$ cat src/rtl/bram_burst_master_if.sv
// Signal bundle for bram_burst_master: command port, read/write streams and BRAM bus.
// master = the burst engine, slave = its environment (sequencer, datapath, BRAM).
interface bram_burst_master_if #(
   parameter int LEN_W = 10
);
   logic             cmd_valid;
   logic             cmd_ready;
   logic             cmd_write;
   logic [31:0]      cmd_base;
   logic [LEN_W-1:0] cmd_len;

   logic [31:0]      rd_data;
   logic             rd_valid;
   logic             rd_ready;

   logic [31:0]      wr_data;
   logic             wr_valid;
   logic             wr_ready;

   logic             busy;
   logic             done;
   logic             err;

   logic             R_req;
   logic [31:0]      addr;
   logic [31:0]      R_data;
   logic [3:0]       W_req;
   logic [31:0]      W_data;

   modport master (
      input  cmd_valid, cmd_write, cmd_base, cmd_len,
      input  rd_ready, wr_data, wr_valid, R_data,
      output cmd_ready, rd_data, rd_valid, wr_ready,
      output busy, done, err,
      output R_req, addr, W_req, W_data
   );

   modport slave (
      output cmd_valid, cmd_write, cmd_base, cmd_len,
      output rd_ready, wr_data, wr_valid, R_data,
      input  cmd_ready, rd_data, rd_valid, wr_ready,
      input  busy, done, err,
      input  R_req, addr, W_req, W_data
   );
endinterface

$ cat src/rtl/bram_burst_master.sv
// Burst initiator for a word-addressed BRAM: one command becomes a run of single-word
// reads (returned through a credit-controlled FIFO) or full-word writes (from a stream).
//
// Handshakes: every stream transfers a word on a cycle where valid and ready are both
// high at the rising clock edge; valid never waits on ready, and once the source raises
// valid it keeps valid and data stable until that transfer happens.
module bram_burst_master #(
   parameter int LEN_W      = 10,
   parameter int FIFO_DEPTH = 4
) (
   input  logic                clk,
   input  logic                rst,
   bram_burst_master_if.master bus,
   output logic [2:0]          state_dbg
);
   localparam int AW = $clog2(FIFO_DEPTH);
   localparam int CW = AW + 2;

   typedef enum logic [2:0] {
      S_IDLE   = 3'd0,
      S_READ   = 3'd1,
      S_RDRAIN = 3'd2,
      S_WRITE  = 3'd3,
      S_FINISH = 3'd4
   } state_t;

   state_t           state, state_nxt;

   logic [31:0]      cur_addr;
   logic [LEN_W-1:0] len_q;
   logic [LEN_W-1:0] beat_cnt;
   logic             beats_left;
   logic             last_beat;
   logic             cmd_fire;
   logic             cmd_bad;
   logic             rd_issue;
   logic             wr_accept;

   logic             r_req_q;
   logic [3:0]       w_req_q;
   logic [31:0]      addr_q;
   logic [31:0]      w_data_q;
   logic             err_q;
   // rd_inflight_q: a read strobe is on the bus; cap_q: its data is on R_data now
   logic             rd_inflight_q;
   logic             cap_q;

   logic [31:0]      fifo_mem [FIFO_DEPTH];
   logic [AW-1:0]    wr_ptr;
   logic [AW-1:0]    rd_ptr;
   logic [AW:0]      fifo_count;
   logic             fifo_push;
   logic             fifo_pop;
   logic [CW-1:0]    credit_used;

   assign beats_left  = (beat_cnt != len_q);
   assign last_beat   = (beat_cnt == len_q - LEN_W'(1));
   assign cmd_fire    = (state == S_IDLE) && bus.cmd_valid;
   assign cmd_bad     = (bus.cmd_len == '0) || (bus.cmd_base[1:0] != 2'b00);
   assign credit_used = CW'(fifo_count) + CW'(rd_inflight_q) + CW'(cap_q);
   assign rd_issue    = (state == S_READ) && beats_left && (credit_used < CW'(FIFO_DEPTH));
   assign wr_accept   = (state == S_WRITE) && beats_left && bus.wr_valid;

   assign fifo_push   = cap_q;
   assign fifo_pop    = (fifo_count != '0) && bus.rd_ready;

   always_ff @(posedge clk) begin
      if (rst) state <= S_IDLE;
      else     state <= state_nxt;
   end

   always_comb begin
      state_nxt = state;
      case (state)
         S_IDLE: begin
            if (cmd_fire && !cmd_bad) state_nxt = bus.cmd_write ? S_WRITE : S_READ;
         end
         S_READ: begin
            if (rd_issue && last_beat) state_nxt = S_RDRAIN;
         end
         S_RDRAIN: begin
            if (!rd_inflight_q && !cap_q && (fifo_count == '0)) state_nxt = S_FINISH;
         end
         S_WRITE: begin
            // beats exhausted means the final write strobe is on the bus this cycle
            if (!beats_left) state_nxt = S_FINISH;
         end
         S_FINISH: state_nxt = S_IDLE;
         default:  state_nxt = S_IDLE;
      endcase
   end

   always_ff @(posedge clk) begin
      if (rst) begin
         cur_addr      <= '0;
         len_q         <= '0;
         beat_cnt      <= '0;
         r_req_q       <= 1'b0;
         w_req_q       <= 4'b0000;
         addr_q        <= '0;
         w_data_q      <= '0;
         err_q         <= 1'b0;
         rd_inflight_q <= 1'b0;
         cap_q         <= 1'b0;
      end else begin
         err_q         <= cmd_fire && cmd_bad;
         r_req_q       <= rd_issue || wr_accept;
         w_req_q       <= wr_accept ? 4'b1111 : 4'b0000;
         rd_inflight_q <= rd_issue;
         cap_q         <= rd_inflight_q;
         if (rd_issue || wr_accept) begin
            addr_q   <= cur_addr;
            cur_addr <= cur_addr + 32'd4;
            beat_cnt <= beat_cnt + LEN_W'(1);
         end
         if (wr_accept) w_data_q <= bus.wr_data;
         if (cmd_fire && !cmd_bad) begin
            cur_addr <= bus.cmd_base;
            len_q    <= bus.cmd_len;
            beat_cnt <= '0;
         end
      end
   end

   always_ff @(posedge clk) begin
      if (fifo_push) fifo_mem[wr_ptr] <= bus.R_data;
   end

   always_ff @(posedge clk) begin
      if (rst) begin
         wr_ptr     <= '0;
         rd_ptr     <= '0;
         fifo_count <= '0;
      end else begin
         if (fifo_push) wr_ptr <= wr_ptr + AW'(1);
         if (fifo_pop)  rd_ptr <= rd_ptr + AW'(1);
         case ({fifo_push, fifo_pop})
            2'b10:   fifo_count <= fifo_count + (AW+1)'(1);
            2'b01:   fifo_count <= fifo_count - (AW+1)'(1);
            default: fifo_count <= fifo_count;
         endcase
      end
   end

   assign bus.cmd_ready = (state == S_IDLE);
   assign bus.busy      = (state != S_IDLE);
   assign bus.done      = (state == S_FINISH);
   assign bus.err       = err_q;
   assign bus.wr_ready  = (state == S_WRITE) && beats_left;
   assign bus.rd_valid  = (fifo_count != '0);
   assign bus.rd_data   = fifo_mem[rd_ptr];
   assign bus.R_req     = r_req_q;
   assign bus.W_req     = w_req_q;
   assign bus.addr      = addr_q;
   assign bus.W_data    = w_data_q;
   assign state_dbg     = state;
endmodule

$ cat src/flat_wrapper.sv
// flat-port wrapper written by rule: the top's interface ports become plain ports
module bram_burst_master_flat 
#(
   parameter int LEN_W      = 10,
   parameter int FIFO_DEPTH = 4
)
  (clk, rst, state_dbg, bus_cmd_valid, bus_cmd_write, bus_cmd_base, bus_cmd_len, bus_rd_ready, bus_wr_data, bus_wr_valid, bus_R_data, bus_cmd_ready, bus_rd_data, bus_rd_valid, bus_wr_ready, bus_busy, bus_done, bus_err, bus_R_req, bus_addr, bus_W_req, bus_W_data);
  bram_burst_master_if #(.LEN_W(LEN_W)) bus_i ();
  input  logic clk;
  input  logic rst;
  output logic [2:0] state_dbg;
  input wire logic [$bits(bus_i.cmd_valid)-1:0] bus_cmd_valid;
  input wire logic [$bits(bus_i.cmd_write)-1:0] bus_cmd_write;
  input wire logic [$bits(bus_i.cmd_base)-1:0] bus_cmd_base;
  input wire logic [$bits(bus_i.cmd_len)-1:0] bus_cmd_len;
  input wire logic [$bits(bus_i.rd_ready)-1:0] bus_rd_ready;
  input wire logic [$bits(bus_i.wr_data)-1:0] bus_wr_data;
  input wire logic [$bits(bus_i.wr_valid)-1:0] bus_wr_valid;
  input wire logic [$bits(bus_i.R_data)-1:0] bus_R_data;
  output wire logic [$bits(bus_i.cmd_ready)-1:0] bus_cmd_ready;
  output wire logic [$bits(bus_i.rd_data)-1:0] bus_rd_data;
  output wire logic [$bits(bus_i.rd_valid)-1:0] bus_rd_valid;
  output wire logic [$bits(bus_i.wr_ready)-1:0] bus_wr_ready;
  output wire logic [$bits(bus_i.busy)-1:0] bus_busy;
  output wire logic [$bits(bus_i.done)-1:0] bus_done;
  output wire logic [$bits(bus_i.err)-1:0] bus_err;
  output wire logic [$bits(bus_i.R_req)-1:0] bus_R_req;
  output wire logic [$bits(bus_i.addr)-1:0] bus_addr;
  output wire logic [$bits(bus_i.W_req)-1:0] bus_W_req;
  output wire logic [$bits(bus_i.W_data)-1:0] bus_W_data;
  assign bus_i.cmd_valid = bus_cmd_valid;
  assign bus_i.cmd_write = bus_cmd_write;
  assign bus_i.cmd_base = bus_cmd_base;
  assign bus_i.cmd_len = bus_cmd_len;
  assign bus_i.rd_ready = bus_rd_ready;
  assign bus_i.wr_data = bus_wr_data;
  assign bus_i.wr_valid = bus_wr_valid;
  assign bus_i.R_data = bus_R_data;
  assign bus_cmd_ready = bus_i.cmd_ready;
  assign bus_rd_data = bus_i.rd_data;
  assign bus_rd_valid = bus_i.rd_valid;
  assign bus_wr_ready = bus_i.wr_ready;
  assign bus_busy = bus_i.busy;
  assign bus_done = bus_i.done;
  assign bus_err = bus_i.err;
  assign bus_R_req = bus_i.R_req;
  assign bus_addr = bus_i.addr;
  assign bus_W_req = bus_i.W_req;
  assign bus_W_data = bus_i.W_data;
  bram_burst_master #(.LEN_W(LEN_W), .FIFO_DEPTH(FIFO_DEPTH)) u_core (.clk(clk), .rst(rst), .bus(bus_i), .state_dbg(state_dbg));
endmodule
$ cat config.mk
export PLATFORM = sky130hd
export DESIGN_NAME = bram_burst_master_flat
export DESIGN_NICKNAME = d
export VERILOG_FILES = /design/src/rtl/bram_burst_master_if.sv /design/src/rtl/bram_burst_master.sv /design/src/flat_wrapper.sv
export SDC_FILE = /design/constraint.sdc
export NUM_CORES = 1
export LEC_CHECK = 0
export CORE_MARGIN = 2
export CORE_UTILIZATION = 40
export CTS_BUF_LIST = sky130_fd_sc_hd__clkbuf_8
export CTS_CLUSTER_DIAMETER = 100
export CTS_CLUSTER_SIZE = 14
export DETAILED_ROUTE_END_ITERATION = 7
export GPL_ROUTABILITY_DRIVEN = 0
export HOLD_SLACK_MARGIN = 0.12
export PLACE_DENSITY_LB_ADDON = 0.2
export SKIP_LAST_GASP = 1
export SYNTH_ARGS = -nofsm -noshare
export SYNTH_HDL_FRONTEND = slang
export SYNTH_SLANG_ARGS = --single-unit
$ cat constraint.sdc
create_clock -name clk -period 5.05 [get_ports clk]
set_input_delay 0.7575 -clock clk [delete_from_list [all_inputs] [get_ports clk]]
set_output_delay 0.7575 -clock clk [all_outputs]
set_load 0.1 [all_outputs]
==> results.txt <==
Ys Warns: 0
maximum vdd drop: 232 uV
Post-Syn Area: 0.0106 sq mm
Post-Synth Simple-Gate Area: 15.0%
Final Cycle Share: 80.9%
Clock Root Buffer: clkbuf_8
WL/cell: 17.3 um
Hold Violations, Final: 0
critical path launch point: u_core.beat_cnt[5]
post-synthesis mux area share: 6.89%
largest net degree at the start of global routing: 72
hold path cells: 2
Slowest cell on crit path: clkdlybuf4s50_1
r2r endpoint: u_core.cur_addr[7]
area grow syn2layout: 26.9%
Routed Wire Length: 25.0 mm
clk_lat worst skew: 540 ps
Synth Area in Adders: 1.25%
status: finished, final reports clean
Die Area: 0.0278 sq mm
CTS Buffer Depth: 3
complex-gate fraction of the synthesized area: 9.44%
synth top area cells: edfxtp_1 (36%), dfxtp_1 (25%), mux4_2 (6.8%)
final setup skew: 28.0 ps
EDFF count, synth: 128
number of global-route vias before repair: 7340
Row Count: 59
hpwl dp: 16.9 mm
Synth Flop Type: dfxtp_1
DR vias/cell: 5.16
CP Capture Type: output pin
routed length on met2: 11.7 mm
Min Hold Slack: 437 ps
DIE WIDTH: 167 um
GRT overflow: 0
FF-to-FF path depth: 8
post-CTS sizing: 0
antenna violations before repair: 1
Final setup viols: 0
Leak: 4.37 nW
Worst path depth: 5
R2R setup slack: 2220 ps
Core Footprint: 0.0261 sq mm
Fin Setup TNS: 0 ps
RSZ-0062 raised after global routing: false
ys async rst share: 0%
Initial Util: 40.7%
CTS clock-pin slew for the worst setup and hold paths: 100 ps
Fmax: 245 MHz
DRT met1 WL: 11.5 mm
CTS Buf Count: 22
IO Pins: 222
max-slew violations: 0
Max-slew headroom: 29.3%
largest family of logic cells by synthesized area: simple AND/OR/NAND/NOR gates
Crit Path Max Fanout: 18
syn nets: 1023
min cycle time layout: 4080 ps
vias: 7472
DRT Pass-1 Iters: 5
Syn Inst Count: 901
worst-path cell chain: xor2_1 -> and4bb_4 -> a31oi_4 -> and2_1 -> clkdlybuf4s50_1
clock sink count: 261
met3 WL: 1.45 mm
R2R Path Start: u_core.cap_q
hold crit path type: reg2reg
Arr. time, crit path: 3330 ps
Filler cells: 2260
Hold-fix buffers, CTS: 0
Port Buf Inserts: 221
Max Used Layer: met4
number of max-cap violations: 0
post-synth top area share: 36.3%
Startpoint Class: flop
WP data required: 4290 ps
number of H-tree levels: 1
register area share after synthesis: 61.4%
Seq cells post-synth: 261
CTS tree: built
Slew @ Worst Pin: 1060 ps
CP delay by family, top: buffers and inverters
layout cells sized above 1: 8.35%
post-synthesis xor/xnor area fraction: 3.19%
Nets: 1224
setup bufs post-CTS: 0
Unique masters post-synth: 62
number of diodes: 0
Yosys top cell by area: edfxtp_1
Crit path largest cell delay: 1150 ps
Synth Area per Inst: 11.8 sq um
ANT nets after route: 0
GRT Overall Usage: 17.5%
first-pass GRT wire length: 39.7 mm
Die H: 167 um
Iteration-0 DRC Markers: 501
CP endpoint: bus_wr_ready
PwrDens: 332 mW/mm^2
WP buf/inv: 1
drc violations: 0
Crit Path Category: reg2out
==> where the power goes <==
part	internal (mW)	switching (mW)	leakage [nW]
logic	0.319	0.672	1.91
registers	2.29	0.0915	2.23
clock network	0.422	0.668	0.229
==> cells in the final DEF, fill, tap and decap left out, types with 11 or more instances in the layout <==
master	instances
xor2_1	17
edfxtp_1	128
inv_1	26
clkdlybuf4s50_1	220
dfxtp_1	132
nor2_1	64
clkbuf_8	23
nand4_1	11
o21ai_0	11
mux4_2	32
and3_1	12
nand2_1	165
xnor2_1	16
a211oi_1	12
a311oi_1	14
a21oi_1	88
buf_4	12
nand3_1	14
==> stage by stage <==
step | instances | power (mW) | utilization (%) | area, sq um | setup WS (ps)
after global placement | 1413 | 3.42 | 50.2 | 13100 | 1560
after CTS | 1449 | 4.52 | 51.6 | 13500 | 907
after global routing | 1449 | 4.66 | 51.6 | 13500 | 801
after floorplan | 901 | 3.12 | - | 10600 | 972
final | 1449 | 4.46 | 51.6 | 13500 | 966
after detailed placement | 1413 | 3.42 | 50.2 | 13100 | 1550
==> sequential cells by signal, indices dropped and copies added, names as in the netlist, 2 cells and up, named ones only <==
| signal | cells |
|---|---|
| u_core.fifo_count | 3 |
| u_core.wr_ptr | 2 |
| u_core.bus.addr | 32 |
| u_core.rd_ptr | 2 |
| u_core.fifo_mem | 128 |
| u_core.beat_cnt | 10 |
| u_core.bus.W_data | 32 |
| u_core.cur_addr | 32 |
| u_core.len_q | 10 |
| u_core.state_dbg | 3 |
==> tightest hold or removal path: stages, from the launching register on <==
cell and delay [ps]:
dfxtp_1 320, inv_1 50, nor2_1 40
==> worst min path at each step <==
stage / startpoint / endpoint
global route: u_core.cur_addr[1] / u_core.cur_addr[1]
global placement: u_core.cur_addr[1] / u_core.cur_addr[1]
finish: u_core.cur_addr[1] / u_core.cur_addr[1]
detailed placement: u_core.cur_addr[1] / u_core.cur_addr[1]
floorplan: u_core.cur_addr[1] / u_core.cur_addr[1]
CTS: u_core.cur_addr[1] / u_core.cur_addr[1]
==> cell type report <==
| type | instances | area, sq um | area share (%) |
|---|---|---|---|
| clock buffer | 23 | 317 | 2.35 |
| clock inverter | 13 | 52.6 | 0.391 |
| inverter | 14 | 52.6 | 0.391 |
| multi-input combinational | 571 | 3810 | 28.3 |
| sequential | 261 | 6510 | 48.4 |
| tap | 335 | 419 | 3.12 |
| timing repair buffer | 232 | 2290 | 17.0 |
==> logic make-up after synthesis <==
family | Yosys count
simple gates | 335
flops | 261
compound gates | 157
buf+inv | 69
xor+xnor | 36
mux | 33
fa+ha+maj | 10
==> cells in the mapped netlist (all sizes together) (5+ instances only) <==
library cell / number
edfxtp: 128
o21ai: 12
nand4: 12
nor4: 13
a21oi: 89
mux4: 32
and2: 9
inv: 14
xor2: 20
clkbuf: 29
nor2: 67
nand2: 165
a211oi: 12
nor3: 9
buf: 26
nand3: 15
dfxtp: 133
a311oi: 15
or3: 8
and3: 12
a31oi: 5
and4: 7
xnor2: 16
ha: 9
==> routing by layer <==
metal / vias up / global-route usage, %
met2: 183 / 28.3
met5: - / 0
met1: 3601 / 24.5
met4: 0 / 3.82
li1: 3661 / -
met3: 27 / 3.68
(Power assumes the default switching activity.)
